==> src/rtl/sliding_window_threshold_detector.sv <==
// k-of-N threshold detector over a sliding window of 1-bit samples.
// Registered count, full and detect; one cycle of latency per accepted sample.
module sliding_window_threshold_detector #(
    parameter int p_depth = 3,
    parameter int p_thresh = 2,
    parameter bit p_require_full = 1'b1
) (
    input  logic                         clk,
    input  logic                         reset,
    input  logic                         in_val,
    input  logic                         in_bit,
    input  logic                         clear,
    output logic [$clog2(p_depth+1)-1:0] count,
    output logic                         full,
    output logic                         detect
);

    localparam int cw = $clog2(p_depth + 1);
    localparam logic [cw-1:0] depth_c = cw'(p_depth);
    localparam logic [cw-1:0] thresh_c = cw'(p_thresh);

    if (p_depth < 1 || p_depth > 64) begin : g_bad_depth
        $error("p_depth must be in 1..64");
    end
    if (p_thresh < 1 || p_thresh > p_depth) begin : g_bad_thresh
        $error("p_thresh must be in 1..p_depth");
    end

    logic [p_depth-1:0] window, window_next;
    logic [cw-1:0]      fill, fill_next;
    logic [cw-1:0]      count_next;
    logic               full_next;
    logic               detect_next;
    logic               oldest;

    always_comb begin
        window_next = window;
        fill_next   = fill;
        count_next  = count;
        oldest      = 1'b0;
        if (in_val) begin
            window_next    = window << 1;
            window_next[0] = in_bit;
            // Only a full window loses its oldest sample.
            oldest         = full & window[p_depth-1];
            count_next     = count + cw'(in_bit) - cw'(oldest);
            if (!full) begin
                fill_next = fill + cw'(1);
            end
        end
        full_next   = (fill_next == depth_c);
        detect_next = (count_next >= thresh_c)
                   && (full_next || !p_require_full);
    end

    always_ff @(posedge clk) begin
        if (reset || clear) begin
            window <= '0;
            fill   <= '0;
            count  <= '0;
            full   <= 1'b0;
            detect <= 1'b0;
        end else begin
            window <= window_next;
            fill   <= fill_next;
            count  <= count_next;
            full   <= full_next;
            detect <= detect_next;
        end
    end

endmodule

==> config.mk <==
export PLATFORM = sky130hd
export DESIGN_NAME = sliding_window_threshold_detector
export DESIGN_NICKNAME = d
export VERILOG_FILES = /design/src/rtl/sliding_window_threshold_detector.sv
export SDC_FILE = /design/constraint.sdc
export NUM_CORES = 1
export LEC_CHECK = 0
export BUFFER_PORTS_ARGS = -buffer_cell sky130_fd_sc_hd__buf_4
export CORE_AREA = 10 10 47 49
export DETAILED_ROUTE_END_ITERATION = 8
export DIE_AREA = 0 0 57 59
export MAX_ROUTING_LAYER = met4
export PLACE_DENSITY = 0.64
export SLEW_MARGIN = 10
export SYNTH_ARGS = -nofsm -noshare
export SYNTH_HDL_FRONTEND = slang
export SYNTH_SLANG_ARGS = --single-unit
==> constraint.sdc <==
create_clock -name clk -period 5.91 [get_ports clk]
set_clock_uncertainty 0.15 [all_clocks]
set_input_delay 0.8865 -clock clk [delete_from_list [all_inputs] [get_ports clk]]
set_output_delay 0.8865 -clock clk [all_outputs]
set_load 0.03 [all_outputs]
==> impl_metrics.csv, run 1 <==
group,metric,value,unit
timing,rsz0062_at_grt,"no",
logic_synthesis,synth_fp_nets,53,
setup_path,critPathArrivalTime,2.20,ns
clock_tree,cts_tree,"done",
clock_tree,path_clk_slew,0.07,ns
timing,slew_viol_final,0,
global_routing,grt_pass1_wl,1340,um
power_and_ir_drop,p_leak,0.223,nW
timing,slew-limit-headroom,82.6,%
floorplanning,io_pins,9,
clock_tree,clk_path_buf_depth,2,
placed_design,place_hpwl,603,um
logic_synthesis,ys_warn_count,0,
setup_path,worstSetupPathType,"reg2reg",
floorplanning,initial_core_util,31.4,%
power_and_ir_drop,power.density,226,nW/um2
layout,multi_input_area,240,um2
global_routing,grt_usage,5.31,%
global_routing,antenna_found_initial,0,
setup_path,cp_max_fo,7,
logic_synthesis,syn_area_per_cell,9.57,um2
clock_tree,cts-buffers-inserted,3,
run_status,status,"complete, no violations",
timing,setup-violations-final,0,
detailed_routing,routedWlPerCell,10.8,um
detailed_routing,drt-initial-drc-count,6,
setup_path,critical_path_required,5.95,ns
clock_tree,cts.sinks,9,
clock_tree,cts-root-buf,"clkbuf_4",
global_routing,grt_remaining_overflow,0,
global_routing,grt_max_degree,9,
detailed_routing,wirelength,775,um
logic_synthesis,synth_top_area_share,40.9,%
layout,syn_to_final_growth,22.2,%
setup_path,regToRegSetupSlack,3.76,ns
clock_tree,cts-hold-fix-buffers,0,
setup_path,startpoint_type,"flip-flop",
logic_synthesis,synth.area.top_cells,"dfxtp_1, mux2i_1, nor2_1",
setup_path,path_cells,"and2_1 -> ha_1 -> inv_1 -> ha_1 -> xnor2_1 -> or4b_1 -> a41oi_2",
timing,hold_viol_final,0,
timing,fmax,464,MHz
timing,setup_slack,3.76,ns
floorplanning,die_y,59,um
floorplanning,core,1400,um2
layout,final_cell_mix,"dfxtp_1, nor2_1, buf_4",
clock_tree,cts_resized,0,
timing,min_period_over_period,36.4,%
layout,stdcell_area,538,um2
setup_path,crit_slowest_cell,"or4b_1",
placed_design,post_dp_cell_area,512,um2
global_routing,grt_pass1_vias,326,
clock_tree,htree_levels,1,
layout,finalNonFillerCells,72,
logic_synthesis,syn_inst,46,
placed_design,dp.cells,68,
detailed_routing,drc,0,
clock_tree,post_cts_buffers,0,
placed_design,gp_congestion,0.685,
logic_synthesis,yosysSeqAreaShare,40.9,%
power_and_ir_drop,ir_drop,0.106,mV
floorplanning,die_w,57,um
setup_path,cpPeakStageDelay,0.53,ns
detailed_routing,vias,332,
placed_design,dp_slack,3.57,ns
floorplanning,die_area,3360,um2
clock_tree,clock_latency,0.26,ns
layout,layout-drive-gt1-share,25.0,%
logic_synthesis,yosysUniqueCellTypes,23,
logic_synthesis,syn-cell-area,440,um2
timing,setup_tns,0,ns
setup_path,cp_top_family,"simple AND/OR/NAND/NOR gates",
floorplanning,rows,14,
detailed_routing,via_per_inst,4.61,
logic_synthesis,yosys.area.top_type,"dfxtp_1",
layout,n_fill_cell,161,
min_path,holdCritPathClass,"reg2reg",
timing,worstMarginPinSlew,0.259,ns
detailed_routing,dr.pass1.iters,4,
layout,final_common_cell,"dfxtp_1",
layout,register_area,180,um2
setup_path,crit_top_cell,"ha_1",
job,cap_violations,0,
timing,fin_crit,2.15,ns
placed_design,port-buffer-count,8,
setup_path,worstSetupEndpointType,"flip-flop",
layout,fin_nets,64,
logic_synthesis,ys_ff_latch,9,
setup_path,worst-path-buf-inv,1,
detailed_routing,drtAntennaViolNets,0,
layout,diodes,0,
[registers in the layout (all words and copies together), names as in the netlist]
name / flops
detect: 1
window: 3
full: 1
count: 2
fill: 2
[routing by layer]
layer | part of all wire [%] | GRT usage (%) | routed length, um | vias to the layer above
li1 | - | - | - | 176
met1 | 49 | 5.53 | 380 | 150
met2 | 46 | 7.44 | 355 | 6
met3 | 5.0 | 2.79 | 39 | 0
met4 | 0 | 4.03 | 0 | 0
met5 | 0 | - | 0 | -
[path summary, 6_finish.rpt]
path	start	endpoint	cells after the start
setup / recovery	full	detect	7
hold / removal	fill[1]	detect	2
setup reg to reg	full	detect	7
hold reg to reg	fill[1]	detect	2
[final cells by class]
type	count	area share, %
Timing Repair Buffer	8	11.2
Multi-Input combinational cell	32	44.7
Sequential cell	9	33.5
Inverter	3	2.09
Clock buffer	4	4.88
Tap cell	16	3.72
[kinds of logic after synthesis]
group / share of synthesized area, %
fa+ha+maj: 5.68
buf+inv: 4.54
flops: 40.9
mux: 9.09
compound gates: 5.96
simple gates: 22.7
xor+xnor: 11.1
[stage by stage]
| step | utilization [%] | hold WS (ns) | power, mW |
|---|---|---|---|
| floorplan | - | 0.302 | 0.0711 |
| global placement | 36.5 | 0.331 | 0.0745 |
| detailed placement | 36.5 | 0.335 | 0.0747 |
| CTS | 38.4 | 0.349 | 0.123 |
| global route | 38.4 | 0.370 | 0.130 |
| finish | 38.4 | 0.342 | 0.122 |
[synthesized netlist by cell type]
cell type  count
nor2_1         8
or2_2          1
mux2i_1        4
a41oi_2        1
nand3_1        1
inv_1          3
nor2b_1        1
a21oi_1        1
and2_1         1
nand4_1        1
dfxtp_1        9
ha_1           2
or4b_1         1
xnor2_1        2
clkbuf_1       1
o21ai_0        1
or4_1          1
or3_2          1
xor2_1         1
xnor3_1        1
nand3b_1       1
nand2_1        2
buf_2          1
[tightest hold or removal path: stages (launching register included)]
cell	delay [ns]
dfxtp_1	0.32
nand2_1	0.10
a41oi_2	0.04
[report_power, final]
part,switching [mW],internal [mW],leakage (nW),total (mW)
Combinational,0.00501,0.00524,0.135,0.0103
Sequential,0.00105,0.0617,0.0729,0.0628
Clock,0.0224,0.0260,0.0150,0.0485
Total,0.0285,0.0930,0.223,0.122
Power figures use the tool's default switching activity.
==> inputs of run 2 (changes only) <==
==> constraint.sdc (replaced) <==
create_clock -name clk -period 2.1 [get_ports clk]
set_clock_uncertainty 0.15 [all_clocks]
set_input_delay 0.315 -clock clk [delete_from_list [all_inputs] [get_ports clk]]
set_output_delay 0.315 -clock clk [all_outputs]
set_load 0.03 [all_outputs]
==> impl_metrics.csv, run 2 (synthesized netlist as in run 1, its figures left out) <==
group,metric,value,unit
timing,fin_crit,2.02,ns
detailed_routing,routedWlPerCell,11.5,um
clock_tree,htree_levels,1,
layout,fin_nets,66,
setup_path,cpPeakStageDelay,0.49,ns
detailed_routing,drtAntennaViolNets,0,
global_routing,grt_pass1_vias,320,
power_and_ir_drop,p_comb_share,9.7,%
detailed_routing,vias,344,
detailed_routing,drt-initial-drc-count,3,
setup_path,worst-path-buf-inv,1,
global_routing,antenna_found_initial,0,
layout,layout-drive-gt1-share,39.7,%
setup_path,crit_top_cell,"ha_4",
global_routing,grt_pass1_wl,1300,um
setup_path,r2r_end,"detect",
floorplanning,rows,14,
setup_path,worstSetupEndpointType,"flip-flop",
timing,setup-violations-final,0,
detailed_routing,drc,0,
setup_path,startpoint_type,"flip-flop",
min_path,holdCritPathClass,"in2reg",
power_and_ir_drop,p_int,0.263,mW
floorplanning,io_pins,9,
timing,slew-limit-headroom,85.2,%
clock_tree,cts.sinks,9,
power_and_ir_drop,p_seq_share,51.3,%
layout,final_common_cell,"buf_4",
floorplanning,initial_core_util,31.4,%
global_routing,grt_max_degree,9,
min_path,hold_depth,4,
global_routing,grt_usage,5.31,%
timing,holdWs,0.184,ns
clock_tree,clk_path_buf_depth,2,
setup_path,worstSetupPathType,"reg2reg",
power_and_ir_drop,clkPwrFrac,39.0,%
setup_path,regToRegSetupSlack,0.08,ns
power_and_ir_drop,p_leak,0.234,nW
setup_path,cp_max_fo,2,
timing,hold_viol_final,0,
placed_design,port-buffer-count,8,
power_and_ir_drop,ir_drop,0.333,mV
layout,top_regs,"window: 3 flops, count: 2 flops, fill: 2 flops",
layout,syn_to_final_growth,33.8,%
clock_tree,cts-buffers-inserted,3,
clock_tree,cts-root-buf,"clkbuf_4",
setup_path,path_cells,"and2_4 -> ha_4 -> inv_2 -> ha_4 -> xnor3_1 -> or4_4 -> a41oi_2",
clock_tree,clock_latency,0.26,ns
timing,rsz0062_at_grt,"no",
floorplanning,die_y,59,um
clock_tree,cts_tree,"done",
layout,largest-register,"window",
setup_path,worstReg2RegStart,"full",
timing,worstMarginPinSlew,0.221,ns
layout,diodes,0,
setup_path,reg2regPathDepth,7,
timing,slew_viol_final,0,
setup_path,crit_slowest_cell,"or4_4",
layout,final_cell_mix,"buf_4, nor2_1, dfxtp_1",
detailed_routing,via_per_inst,4.65,
setup_path,critPathArrivalTime,2.06,ns
power_and_ir_drop,p_sw,0.0799,mW
timing,setup_tns,0,ns
layout,n_fill_cell,158,
floorplanning,die_area,3360,um2
run_status,status,"complete, no violations",
layout,largest_reg_flops,3,
global_routing,grt_remaining_overflow,0,
placed_design,gp_congestion,0.683,
power_and_ir_drop,sw_frac_of_total,23.3,%
clock_tree,path_clk_slew,0.06,ns
clock_tree,cts-hold-fix-buffers,0,
min_path,hold_path.startpoint,"reset",
floorplanning,die_w,57,um
floorplanning,core,1400,um2
min_path,hold_end,"detect",
timing,fmax,496,MHz
setup_path,cp_top_family,"simple AND/OR/NAND/NOR gates",
job,cap_violations,0,
detailed_routing,wirelength,850,um
setup_path,critical_path_required,2.14,ns
detailed_routing,dr.pass1.iters,3,
power_and_ir_drop,power.density,582,nW/um2
timing,min_period_over_period,96.0,%
## run 2: changes by cell type in the layout (fill, tap and decap cells not counted)
cell,before,now
inv_1,3,2
or4_1,1,0
dfxtp_4,0,1
and2_1,1,0
or4_4,0,1
buf_4,8,10
dfxtp_1,9,7
inv_2,0,1
ha_4,0,2
ha_1,2,0
and2_4,0,1
dfxtp_2,0,1
## run 2: tightest hold or removal path, stage by stage
cell	delay, ns
buf_4	0.08
nor2_1	0.03
nand2_1	0.09
a41oi_2	0.04
## run 2: per-layer routing
metal | wire length, um | vias to the layer above | GRT usage, %
li1 | - | 177 | -
met1 | 343 | 156 | 5.04
met2 | 417 | 9 | 6.98
met3 | 77 | 2 | 4.94
met4 | 12 | 0 | 3.02
met5 | 0 | - | -
## run 2: how the worst max path moves through the flow
stage,startpoint,endpoint,slack [ns],cells after the start
4_1_cts,full,detect,0.03,7
3_3_place_gp,full,detect,0.05,7
2_1_floorplan,full,detect,0.01,7
5_1_grt,full,detect,0.02,7
3_5_place_dp,full,detect,0.04,7
6_report,full,detect,0.08,7
## run 2: timing repair
action                                  in CTS  in global routing
buffers inserted                             0                  0
endpoints found under the setup margin       0                  2
resized for setup                            0                  6
hold endpoints to repair                     0                  0
## run 2: cell type report
class                      instances  area [um2]  area share (%)
timing repair buffer              10        75.1            12.7
tap                               16        20.0            3.40
clock buffer                       4        26.3            4.46
inverter                           3        11.3            1.91
sequential                         9         185            31.4
multi-input combinational         32         272            46.1
## run 2: power groups by stage
stage / clock [mW] / combinational, mW / sequential [mW]
after floorplan: 0 / 0.0185 / 0.181
after global placement: 0 / 0.0299 / 0.179
after detailed placement: 0 / 0.0305 / 0.179
after CTS: 0.140 / 0.0305 / 0.176
after global routing: 0.147 / 0.0372 / 0.176
final: 0.134 / 0.0333 / 0.176
## run 2: through the flow
step,cells,utilization (%),total power [mW],setup slack [ns],instance area (um2)
final,74,42.1,0.343,0.0830,589
after global routing,74,42.1,0.361,0.0241,589
after CTS,74,39.8,0.346,0.0314,558
after detailed placement,70,37.9,0.210,0.0431,532
after global placement,70,37.9,0.209,0.0489,532
after floorplan,46,-,0.199,0.0104,445
